--- config.mk ---
export PLATFORM = sky130hd
export DESIGN_NAME = cache_req_decoder_flat
export DESIGN_NICKNAME = d
export VERILOG_FILES = /design/src/rtl/cache_pkg.sv /design/src/rtl/cache_req_decoder_if.sv /design/src/rtl/cache_req_decoder_sat_counter.sv /design/src/rtl/cache_req_decoder.sv /design/src/flat_wrapper.sv
export SDC_FILE = /design/constraint.sdc
export NUM_CORES = 1
export LEC_CHECK = 0
export ABC_AREA = 1
export CELL_PAD_IN_SITES_DETAIL_PLACEMENT = 1
export CELL_PAD_IN_SITES_GLOBAL_PLACEMENT = 2
export CORE_MARGIN = 2
export CORE_UTILIZATION = 20
export CTS_CLUSTER_DIAMETER = 120
export DETAILED_ROUTE_END_ITERATION = 7
export GPL_TIMING_DRIVEN = 0
export MAX_ROUTING_LAYER = met4
export PLACE_DENSITY = 0.7
export SYNTH_ARGS = -nofsm -noshare
export SYNTH_HDL_FRONTEND = slang
export SYNTH_SLANG_ARGS = --single-unit
--- constraint.sdc ---
create_clock -name clk -period 1.2 [get_ports clk]
set_input_delay 0.24 -clock clk [delete_from_list [all_inputs] [get_ports clk]]
set_output_delay 0.24 -clock clk [all_outputs]
set_load 0.05 [all_outputs]
--- src/rtl/cache_pkg.sv ---
// Shared types, default geometry and field-width helper for the cache request decoder.
package cache_pkg;

  typedef enum logic [1:0] {
    IDLE      = 2'd0,
    LOOKUP    = 2'd1,
    MISS_WAIT = 2'd2,
    REPLAY    = 2'd3
  } cache_dec_state_e;

  localparam int unsigned CACHE_ADDR_W        = 32;
  localparam int unsigned CACHE_BYTE_OFF_BITS = 1;
  localparam int unsigned CACHE_WORD_BITS     = 2;
  localparam int unsigned CACHE_LINE_BITS     = 2;

  // Whatever the address holds above line, word and byte offset is tag.
  function automatic int unsigned cache_tag_width(
    input int unsigned addr_w,
    input int unsigned byte_off_bits,
    input int unsigned word_bits,
    input int unsigned line_bits
  );
    return addr_w - byte_off_bits - word_bits - line_bits;
  endfunction

endpackage

--- src/rtl/cache_req_decoder_if.sv ---
// CPU-port, tag-array and refill-engine signals of the cache request decoder.
interface cache_req_decoder_if
  import cache_pkg::*;
#(
  parameter int unsigned ADDR_W        = CACHE_ADDR_W,
  parameter int unsigned BYTE_OFF_BITS = CACHE_BYTE_OFF_BITS,
  parameter int unsigned WORD_BITS     = CACHE_WORD_BITS,
  parameter int unsigned LINE_BITS     = CACHE_LINE_BITS,
  parameter int unsigned MISS_CNT_W    = 16
) ();

  localparam int unsigned TAG_W = cache_tag_width(ADDR_W, BYTE_OFF_BITS, WORD_BITS, LINE_BITS);

  logic                  in_req;
  logic [ADDR_W-1:0]     in_addr;
  logic                  in_ready;
  logic [TAG_W-1:0]      tag;
  logic [LINE_BITS-1:0]  line_id;
  logic [WORD_BITS-1:0]  word_id;
  logic                  cpu_req;
  logic                  lookup_hit;
  logic                  lookup_miss;
  logic                  miss_req;
  logic                  miss_done;
  logic                  align_err;
  logic [MISS_CNT_W-1:0] miss_cnt;

  // Environment side: CPU, tag array and refill engine.
  modport master (
    output in_req, in_addr, lookup_hit, lookup_miss, miss_done,
    input  in_ready, tag, line_id, word_id, cpu_req, miss_req, align_err, miss_cnt
  );

  modport slave (
    input  in_req, in_addr, lookup_hit, lookup_miss, miss_done,
    output in_ready, tag, line_id, word_id, cpu_req, miss_req, align_err, miss_cnt
  );

endinterface

--- src/rtl/cache_req_decoder_sat_counter.sv ---
// Up-counter that sticks at all-ones; synchronous active-high reset.
module sat_counter #(
  parameter int unsigned W = 16
) (
  input  logic         clk,
  input  logic         reset,
  input  logic         inc,
  output logic [W-1:0] count
);

  always_ff @(posedge clk) begin
    if (reset) begin
      count <= '0;
    end else if (inc && (count != '1)) begin
      count <= count + W'(1);
    end
  end

endmodule

--- src/rtl/cache_req_decoder.sv ---
// Splits a CPU address into tag/line/word, holds the fields through lookup, miss
// and refill, replays the lookup once after a refill, and counts misses.
module cache_req_decoder
  import cache_pkg::*;
#(
  parameter int unsigned ADDR_W        = CACHE_ADDR_W,
  parameter int unsigned BYTE_OFF_BITS = CACHE_BYTE_OFF_BITS,
  parameter int unsigned WORD_BITS     = CACHE_WORD_BITS,
  parameter int unsigned LINE_BITS     = CACHE_LINE_BITS,
  parameter int unsigned MISS_CNT_W    = 16
) (
  input logic                clk,
  input logic                reset,
  cache_req_decoder_if.slave bus
);

  localparam int unsigned TAG_W = cache_tag_width(ADDR_W, BYTE_OFF_BITS, WORD_BITS, LINE_BITS);

  cache_dec_state_e state_q, state_d;

  logic                 in_ready;
  logic                 accept;
  logic                 aligned;
  logic                 resp_ok;
  logic                 capture;
  logic                 miss_inc;
  logic                 cpu_req_q, cpu_req_d;
  logic                 miss_req_q, miss_req_d;
  logic                 align_err_q, align_err_d;
  logic [TAG_W-1:0]     tag_q;
  logic [LINE_BITS-1:0] line_q;
  logic [WORD_BITS-1:0] word_q;

  assign in_ready = (state_q == IDLE) && !reset;
  assign accept   = bus.in_req && in_ready;

  // A zero-width byte offset means every address is aligned.
  if (BYTE_OFF_BITS > 0) begin : g_align_chk
    assign aligned = (bus.in_addr[BYTE_OFF_BITS-1:0] == '0);
  end else begin : g_no_align_chk
    assign aligned = 1'b1;
  end

  // Tag-array responses are only meaningful from the cycle after the cpu_req strobe.
  assign resp_ok = (state_q == LOOKUP) && !cpu_req_q;

  // State register
  always_ff @(posedge clk) begin
    if (reset) begin
      state_q <= IDLE;
    end else begin
      state_q <= state_d;
    end
  end

  // Next-state logic; hit and miss together is treated as a miss
  always_comb begin
    state_d = state_q;
    unique case (state_q)
      IDLE: begin
        if (accept && aligned) state_d = LOOKUP;
      end
      LOOKUP: begin
        if (resp_ok) begin
          if (bus.lookup_miss)     state_d = MISS_WAIT;
          else if (bus.lookup_hit) state_d = IDLE;
        end
      end
      MISS_WAIT: begin
        if (bus.miss_done) state_d = REPLAY;
      end
      REPLAY: begin
        state_d = LOOKUP;
      end
      default: state_d = IDLE;
    endcase
  end

  // Next values of the registered outputs
  always_comb begin
    cpu_req_d   = 1'b0;
    miss_req_d  = 1'b0;
    align_err_d = 1'b0;
    capture     = 1'b0;
    miss_inc    = 1'b0;
    unique case (state_q)
      IDLE: begin
        capture     = accept && aligned;
        cpu_req_d   = accept && aligned;
        align_err_d = accept && !aligned;
      end
      LOOKUP: begin
        miss_inc   = resp_ok && bus.lookup_miss;
        miss_req_d = resp_ok && bus.lookup_miss;
      end
      MISS_WAIT: begin
        miss_req_d = !bus.miss_done;
        cpu_req_d  = bus.miss_done;
      end
      REPLAY: begin
        cpu_req_d = 1'b0;
      end
      default: begin
        cpu_req_d = 1'b0;
      end
    endcase
  end

  // Output and field registers
  always_ff @(posedge clk) begin
    if (reset) begin
      cpu_req_q   <= 1'b0;
      miss_req_q  <= 1'b0;
      align_err_q <= 1'b0;
      tag_q       <= '0;
      line_q      <= '0;
      word_q      <= '0;
    end else begin
      cpu_req_q   <= cpu_req_d;
      miss_req_q  <= miss_req_d;
      align_err_q <= align_err_d;
      if (capture) begin
        tag_q  <= bus.in_addr[ADDR_W-1 -: TAG_W];
        line_q <= bus.in_addr[BYTE_OFF_BITS+WORD_BITS +: LINE_BITS];
        word_q <= bus.in_addr[BYTE_OFF_BITS +: WORD_BITS];
      end
    end
  end

  sat_counter #(
    .W (MISS_CNT_W)
  ) u_miss_cnt (
    .clk   (clk),
    .reset (reset),
    .inc   (miss_inc),
    .count (bus.miss_cnt)
  );

  assign bus.in_ready  = in_ready;
  assign bus.cpu_req   = cpu_req_q;
  assign bus.miss_req  = miss_req_q;
  assign bus.align_err = align_err_q;
  assign bus.tag       = tag_q;
  assign bus.line_id   = line_q;
  assign bus.word_id   = word_q;

endmodule

--- src/flat_wrapper.sv ---
// flat-port wrapper written by rule: the top's interface ports become plain ports
module cache_req_decoder_flat import cache_pkg::*;
#(
  parameter int unsigned ADDR_W        = CACHE_ADDR_W,
  parameter int unsigned BYTE_OFF_BITS = CACHE_BYTE_OFF_BITS,
  parameter int unsigned WORD_BITS     = CACHE_WORD_BITS,
  parameter int unsigned LINE_BITS     = CACHE_LINE_BITS,
  parameter int unsigned MISS_CNT_W    = 16
)
  (clk, reset, bus_in_req, bus_in_addr, bus_lookup_hit, bus_lookup_miss, bus_miss_done, bus_in_ready, bus_tag, bus_line_id, bus_word_id, bus_cpu_req, bus_miss_req, bus_align_err, bus_miss_cnt);
  cache_req_decoder_if #(.ADDR_W(ADDR_W), .BYTE_OFF_BITS(BYTE_OFF_BITS), .WORD_BITS(WORD_BITS), .LINE_BITS(LINE_BITS), .MISS_CNT_W(MISS_CNT_W)) bus_i ();
  input logic clk;
  input logic reset;
  input wire logic [$bits(bus_i.in_req)-1:0] bus_in_req;
  input wire logic [$bits(bus_i.in_addr)-1:0] bus_in_addr;
  input wire logic [$bits(bus_i.lookup_hit)-1:0] bus_lookup_hit;
  input wire logic [$bits(bus_i.lookup_miss)-1:0] bus_lookup_miss;
  input wire logic [$bits(bus_i.miss_done)-1:0] bus_miss_done;
  output wire logic [$bits(bus_i.in_ready)-1:0] bus_in_ready;
  output wire logic [$bits(bus_i.tag)-1:0] bus_tag;
  output wire logic [$bits(bus_i.line_id)-1:0] bus_line_id;
  output wire logic [$bits(bus_i.word_id)-1:0] bus_word_id;
  output wire logic [$bits(bus_i.cpu_req)-1:0] bus_cpu_req;
  output wire logic [$bits(bus_i.miss_req)-1:0] bus_miss_req;
  output wire logic [$bits(bus_i.align_err)-1:0] bus_align_err;
  output wire logic [$bits(bus_i.miss_cnt)-1:0] bus_miss_cnt;
  assign bus_i.in_req = bus_in_req;
  assign bus_i.in_addr = bus_in_addr;
  assign bus_i.lookup_hit = bus_lookup_hit;
  assign bus_i.lookup_miss = bus_lookup_miss;
  assign bus_i.miss_done = bus_miss_done;
  assign bus_in_ready = bus_i.in_ready;
  assign bus_tag = bus_i.tag;
  assign bus_line_id = bus_i.line_id;
  assign bus_word_id = bus_i.word_id;
  assign bus_cpu_req = bus_i.cpu_req;
  assign bus_miss_req = bus_i.miss_req;
  assign bus_align_err = bus_i.align_err;
  assign bus_miss_cnt = bus_i.miss_cnt;
  cache_req_decoder #(.ADDR_W(ADDR_W), .BYTE_OFF_BITS(BYTE_OFF_BITS), .WORD_BITS(WORD_BITS), .LINE_BITS(LINE_BITS), .MISS_CNT_W(MISS_CNT_W)) u_core (.clk(clk), .reset(reset), .bus(bus_i));
endmodule
Word-level counts from Yosys, hierarchy flattened. Cells that the tools add are included.

Bits in registers: 52. Output and inout bits: 51.

Bitwise logic cells: 2. Eq/ne operators: 8. Reductions and logical operators: 13. Add/sub/neg operators: 1. Mux-type cells: 10.

Operators with widths (count): 16-bit by 1-bit adder with 16-bit output (second input constant) (1); 16-bit inequality test (second input constant) (1); 2-bit two-way mux (5); 2-bit case mux with 4 select lines (1); 1-bit logical AND (7); 2-bit equality test (second input constant) (2); 2-bit inequality test (second input constant) (2); 1-bit case mux with 2 select lines (2); 4-bit AND reduction (1); 1-bit zero test (3); 3-bit inequality test (second input constant) (1); 2-bit by 1-bit equality test with 1-bit output (second input constant) (1); 2-bit zero test (1); 1-bit two-way mux (2); 2-bit by 1-bit inequality test with 1-bit output (second input constant) (1); 1-bit NOT (2); 2-bit OR reduction (1).

Longest topological paths before layout.
Word-level depth: 6. Mapped depth: 10. Depth with buffers taken out: 10.

Modules after synthesis. Synthesis repeated with hierarchy kept, for this count alone.

Cells, all modules: 328. Area total of the unflattened synthesis: 2319.7 um2.

By module, submodules not included: cache_req_decoder (cells each 179, seq. area each 720.7 um2, area each 1390.1 um2, instances 1); sat_counter (cells each 149, seq. area each 320.3 um2, area each 929.6 um2, instances 1).

Worst setup path before layout. No wires, ideal clock.

Kind: reg-to-reg. From: reg u_core.state_q[0]. To: reg u_core.line_q[0] (netlist: u_core.bus.line_id[0]). Path slack: -0.575 ns. Period minus slack after synthesis: 1.775 ns. Buffers on the path: 1. Arrival time: 1.659 ns. Cell stages (with the launch flop): 9. Cell sequence: dfxtp_1 > inv_1 > ha_1 > inv_1 > nor2_2 > nand3_2 > clkbuf_1 > o21ai_0 > nor2_1.

Longest elaborated chain between the ends: 5.

RTL lines: start: declaration (RTL line cache_req_decoder.sv:19) `cache_dec_state_e state_q, state_d;`; start signal: assignment (RTL line cache_req_decoder.sv:52) `state_q <= state_d;`; 2-bit zero test (RTL line cache_req_decoder.sv:34) `assign in_ready = (state_q == IDLE) && !reset;`; 1-bit logical AND (RTL line cache_req_decoder.sv:34); net bus_in_ready (RTL line flat_wrapper.sv:19) `output wire logic [$bits(bus_i.in_ready)-1:0] bus_in_ready;`; 1-bit logical AND (RTL line cache_req_decoder.sv:35) `assign accept = bus.in_req && in_ready;`; 1-bit logical AND (RTL line cache_req_decoder.sv:88) `capture = accept && aligned;`; 1-bit two-way mux (RTL line cache_req_decoder.sv:86) `unique case (state_q)`; end signal: assignment (RTL line cache_req_decoder.sv:124) `line_q <= bus.in_addr[BYTE_OFF_BITS+WORD_BITS +: LINE_BITS];`; end: declaration (RTL line cache_req_decoder.sv:31) `logic [LINE_BITS-1:0] line_q;`.

The timed path passes the listed nets, and every way through them passes these cells. A chain may end at the register's enable or synchronous reset.

Final worst setup path.
From: reg u_core.state_q[0]. To: reg u_core.line_q[1] (netlist: u_core.bus.line_id[1]).

Longest elaborated chain between the ends: 5.

RTL lines (RTL line): 2-bit zero test * (cache_req_decoder.sv:34, cache_req_decoder.sv:86); 1-bit logical AND (cache_req_decoder.sv:34); 1-bit logical AND (cache_req_decoder.sv:35); 1-bit logical AND (cache_req_decoder.sv:88); 1-bit two-way mux * (cache_req_decoder.sv:86).

Every way passes the cells marked *; elsewhere a longest branch is shown, timed or not.

==> run metrics <==
Hold Crit Class=in -> reg; TritonCTS clock tree=built; Yosys top cell area share=about 44%; area grow syn2layout=94.8%; drt wl/cell=about 14 µm; PwrDens=1310 nW/µm²; Area contributors post-synth=dfxtp_1 (44%), nor2_1 (17%), nand2_1 (8.9%), o21ai_0 (7.0%), inv_1 (4.0%); post-cts hold buffer count=0; final instance area=approximately 4600 µm²; Worst path slowest cell=dfxtp_4; Worst VDD drop=just under 0.9 mV; Leak=~1.9 nW; router iterations before antenna repair=4; DP Area=approximately 3600 µm²; Initial Util=20.5%; first-pass GRT wire length=~14000 µm; CP endpoint kind=flop; crit-path max cell delay=between 300 and 400 ps; clk root buf=clkbuf_16; Clock Sinks=between 50 and 60; htree depth=2; top cell type by total area after synthesis=dfxtp_1; Setup violations, final=51; failing checks=setup timing; Max Cap Viol=0; Worst Max-Slew Pin Slew=~740 ps; core area=about 11000 µm²; most common flop cell mapped by yosys=dfxtp_1; vias in the first global route=roughly 2800; DRC viols=0; Die Wd=approximately 110 µm; run status=finished, violations left; io pins=around 90; final core occ=40.0%; largest net degree at the start of global routing=17; syn nets=383; Final Hold Vio Count=0; sequential area share after synthesis=between 40% and 50%; number of synthesized flops with an enable pin=0; deepest clock path buffer count=2; Clock transition at path regs=70 ps; most frequent cells in the layout=nor2_1 (72), nand2_1 (39), clkdlybuf4s50_1 (36); GPL Wtd Cong=approximately 0.77; Final Skew=about 10 ps; mapped cell area=2360 µm²; syn_area_per_cell=around 6.9 µm²; Via-to-Cell Ratio=between 4 and 5; CP delay by family, top=buffers and inverters; synth warn=0; critical path startpoint category=flop; overall power=between 6 and 7 mW; FP Rows=39; n_diodes=0; worst endpoint required time=~1400 ps; Post-Syn Instances=roughly 340; DP HPWL=~5800 µm; CP arrival=around 1700 ps; DRT iter0 DRCs=67; RSZ-0062 raised after global routing=true; grt total ovfl=0; Max Clock Freq=between 600 and 700 MHz; Slew Viols, Final=0; final period utilization=122%; worst path bufs/invs=4; clock latency at the later pin of the worst-skew pair=around 300 ps; Die Span Y=113 µm; IO Port Bufs=88; ANT nets after route=0; most common cell after layout, fill and taps aside=nor2_1; post-synth cell types=22; initial antenna violation count=0; die area=about 13000 µm²; critical-path cell list=inv_4, ha_4, inv_2, nor2_4, nand3_4, buf_8, clkbuf_16, o21ai_2, nor2_1; nets@finish=~520; Async S/R FF share, synth=0%; total wire length=8570 µm; routed vias=2647; Crit Path Max Fanout=5; Synth Register Bits=52; share of cells above drive strength 1=54.1%; crit path time final=approximately 1500 ps; GR Util All Layers=between 10 and 15%; kind of critical path=reg -> reg; Final Worst Setup Slack=-263 ps; Rel. slew slack=between 50% and 60%; CTS Buf Count=5
-- cell type report --
class,count,area (µm²)
multi-input cells,248,1660
clock buffers,6,150
flip-flops and latches,52,1110
plain buffers,12,170
clock inverters,2,11.3
fillers,1355,6880
repair buffers,126,1190
well taps,143,179
inverters,29,129
-- routing by layer --
metal	vias up	track usage, %	routed length [µm]
li1	1347	-	-
met1	1233	15.9	3700
met2	61	24.2	4210
met3	6	5.29	577
met4	0	3.41	89
met5	-	-	0
-- cells by family after synthesis --
| kind of cell | Yosys count | synth area share, % |
|---|---|---|
| adders and majority gates | 4 | 2.12 |
| AOI/OAI and AO/OA | 47 | 10.1 |
| and+or+nand+nor | 197 | 36.1 |
| DFF | 52 | 44.2 |
| buffers and inverters | 41 | 7.49 |
-- worst paths after layout --
check / from / endpoint / slack, ps / cells after the start
min reg2reg: u_core.bus.tag[6] / u_core.bus.tag[6] / 470 / 2
max reg2reg: u_core.state_q[0] / u_core.bus.line_id[1] / -260 / 9
min: reset / u_core.bus.cpu_req / 430 / 2
max: u_core.state_q[0] / u_core.bus.line_id[1] / -260 / 9
-- synth_stat cells (3+ instances only) --
master	count
a21oi_1	11
buf_2	3
clkbuf_1	6
dfxtp_1	52
ha_1	4
inv_1	25
inv_2	4
nand2_1	56
nand3_1	17
nand3_2	4
nor2_1	105
nor2_2	5
nor2_4	3
o21ai_0	33
-- what timing repair did --
item | 4_1_cts | 5_1_grt
buffers inserted | 27 | 4
gates resized for setup | 370 | 81
pin swaps | 37 | 36
endpoints found under the hold margin | 0 | 0
gates cloned | 5 | 2
endpoints found under the setup margin | 102 | 63
-- worst reg2reg max path, cell delays in order, from the launching register on --
cell and delay, ps:
dfxtp_4 370, inv_4 60, ha_4 130, inv_2 40, nor2_4 140, nand3_4 110
buf_8 160, clkbuf_16 160, o21ai_2 130, nor2_1 60
-- through the flow --
stage	hold WS (ps)	TNS [ps]	setup slack, ps	cells
4_1_cts	441	-10240	-271	612
5_1_grt	457	-14040	-326	618
3_5_place_dp	472	-38460	-955	572
2_1_floorplan	295	-11790	-301	341
3_3_place_gp	452	-38430	-965	572
6_report	435	-10220	-263	618
-- flip-flops by register name, indices dropped and copies added, names as in the netlist --
name and flops:
u_core.state_q 2, u_core.bus.tag 27, u_core.u_miss_cnt.count 16, u_core.bus.cpu_req 1, u_core.bus.miss_req 1, u_core.bus.line_id 2, u_core.bus.word_id 2, u_core.bus.align_err 1
-- power by group --
group,total (mW),internal (mW),switching (mW)
clock network,1.58,0.899,0.684
registers,2.01,1.88,0.128
logic,2.42,1.03,1.38
(Power assumes the default switching activity.)
==> patch, RTL diff (config.mk and constraints unchanged) <==
Re-encode `cache_dec_state_e` (4 states) as one-hot, 4 bits wide.
--- a/src/rtl/cache_pkg.sv
+++ b/src/rtl/cache_pkg.sv
@@ -2,9 +2,9 @@
 package cache_pkg;
 
-  typedef enum logic [1:0] {
-    IDLE      = 2'd0,
-    LOOKUP    = 2'd1,
-    MISS_WAIT = 2'd2,
-    REPLAY    = 2'd3
+  typedef enum logic [3:0] {
+    IDLE      = 4'b0001,
+    LOOKUP    = 4'b0010,
+    MISS_WAIT = 4'b0100,
+    REPLAY    = 4'b1000
   } cache_dec_state_e;
 
Formal check against the unedited RTL: same outputs for any inputs over 10 cycles, from zero or initial values and one cycle with reset high; not proved beyond that.
==> patch against the original RTL <==
  * The run still ends with setup timing left
  * Setup slack worse by 0.023 ns
  * Combinational power decreased by 30%
  * Clock power hardly changed
  * Maximum frequency shrank 1.6%
  * Utilization shrank 6.0 points
  * Final cell count fell by 1.5%
  * Wire length decreased by 2.2%
  * Cell area down 12%
  * Sequential cell count grew 2
  * Area after synthesis up 2.3%
  * Power down 12%
==> patch: results <==
power_and_ir_drop:
  power_leakage_uw: 0.00175
  p_per_area_nw_per_um2: 1310
  ir_drop_mv: 0.594
route:
  drt_iter0_markers: 50
  wire_per_inst_um: 13.8
critical_path:
  reg2reg_depth: 11
  r2r-end: "u_core.u_miss_cnt.count[6]"
  critPathArrivalTime_ns: 1.25
  critPathMaxFanout: 3
  r2r_start: "u_core.u_miss_cnt.count[0]"
  worst-r2r-setup-slack_ns: -0.28
sta:
  setup_viol: 50
  fin_worst_skew_ns: 0.00633
  worst_pin_slew_ns: 0.795
  fin_setup_tns_ns: -10.65
  period_minus_slack_ns: 1.49
  final.setup.worst_slack_ns: -0.286
global_route:
  grt_max_degree: 18
  grt_pass1_vias: 2719
  grt_pass1_wl_um: 13400
  grtUsageTotal: 0.136
synthesis:
  synth_flop_cell: "dfxtp_1"
  ys_seq_area_frac: 0.448
  synth.area.top_cells: "dfxtp_1 45%, nor2_1 14%, nand2_1 11%"
  ys_types: 29
  synth_common_cells: "90 x nor2_1, 69 x nand2_1, 54 x dfxtp_1"
cells_and_area:
  nets: 500
  drive_above_1_share: 0.364
  largest_reg_flops: 27
place:
  gp_congestion: 0.757
  hpwl_um: 5890
  port_buffers: 87
worst_hold_path:
  holdPathEnd: "u_core.u_miss_cnt.count[12]"
run_status:
  status: "finished with violations"
  violations: "setup timing"
==> patch: worst max-delay path: stages (launching register included) <==
cell and delay [ns]:
dfxtp_2 0.34, nor2_4 0.15, nand3_2 0.14, nor2_4 0.16, buf_8 0.17
==> patch: repair_timing <==
item	in CTS	in global routing
endpoints found under the setup margin	101	66
pin swaps	8	21
cloned	2	1
gates resized for setup	294	70
buffers inserted	14	7
==> patch: how the worst max path moves through the flow <==
stage                                from                          end
5_1_grt                 u_core.state_q[0]  u_core.u_miss_cnt.count[15]
2_1_floorplan           u_core.state_q[3]           u_core.bus.tag[10]
3_3_place_gp            u_core.state_q[2]                 bus_in_ready
3_5_place_dp            u_core.state_q[1]                 bus_in_ready
4_1_cts        u_core.u_miss_cnt.count[0]   u_core.u_miss_cnt.count[3]
6_report                u_core.state_q[3]                 bus_in_ready
==> patch: stage by stage <==
| stage | power [uW] | hold WS (ns) | instances | cell area, um^2 | setup WS (ns) |
|---|---|---|---|---|---|
| 2_1_floorplan | 3150 | 0.375 | 344 | 2540 | -0.284 |
| 3_3_place_gp | 3700 | 0.452 | 578 | 3600 | -0.611 |
| 3_5_place_dp | 3720 | 0.470 | 578 | 3600 | -0.608 |
| 4_1_cts | 5360 | 0.264 | 602 | 3780 | -0.284 |
| 5_1_grt | 5640 | 0.310 | 609 | 4050 | -0.360 |
| 6_report | 5310 | 0.269 | 609 | 4050 | -0.286 |
==> patch: cells by family (layout without fill, tap and decap cells) <==
family,Yosys count,after routing,share of synthesized area
buf+inv,40,158,0.0727
fa+ha+maj,1,1,0.00519
xor+xnor,6,6,0.0218
compound gates,54,54,0.118
simple gates,189,189,0.334
flops,54,54,0.448
==> patch: metal layers <==
layer	up-vias	part of all wire	global-route usage
li1	1331	-	-
met1	1216	0.42	0.155
met2	73	0.48	0.218
met3	11	0.082	0.0574
met4	0	0.016	0.0390
met5	-	0	-
==> patch: cell type report <==
type                            instances  area [um^2]
Fill cell                            1461         7860
Multi-Input combinational cell        250         1370
Sequential cell                        54         1130
Timing Repair Buffer                  111          978
Tap cell                              147          184
Clock buffer                            6          139
Buffer                                 13          128
Inverter                               26          103
Clock inverter                          2         15.0
==> patch: power by group <==
part	internal (uW)	switching, uW	total (uW)
logic	609	1090	1700
registers	1930	95.7	2030
clock network	843	737	1580
total	3380	1930	5310
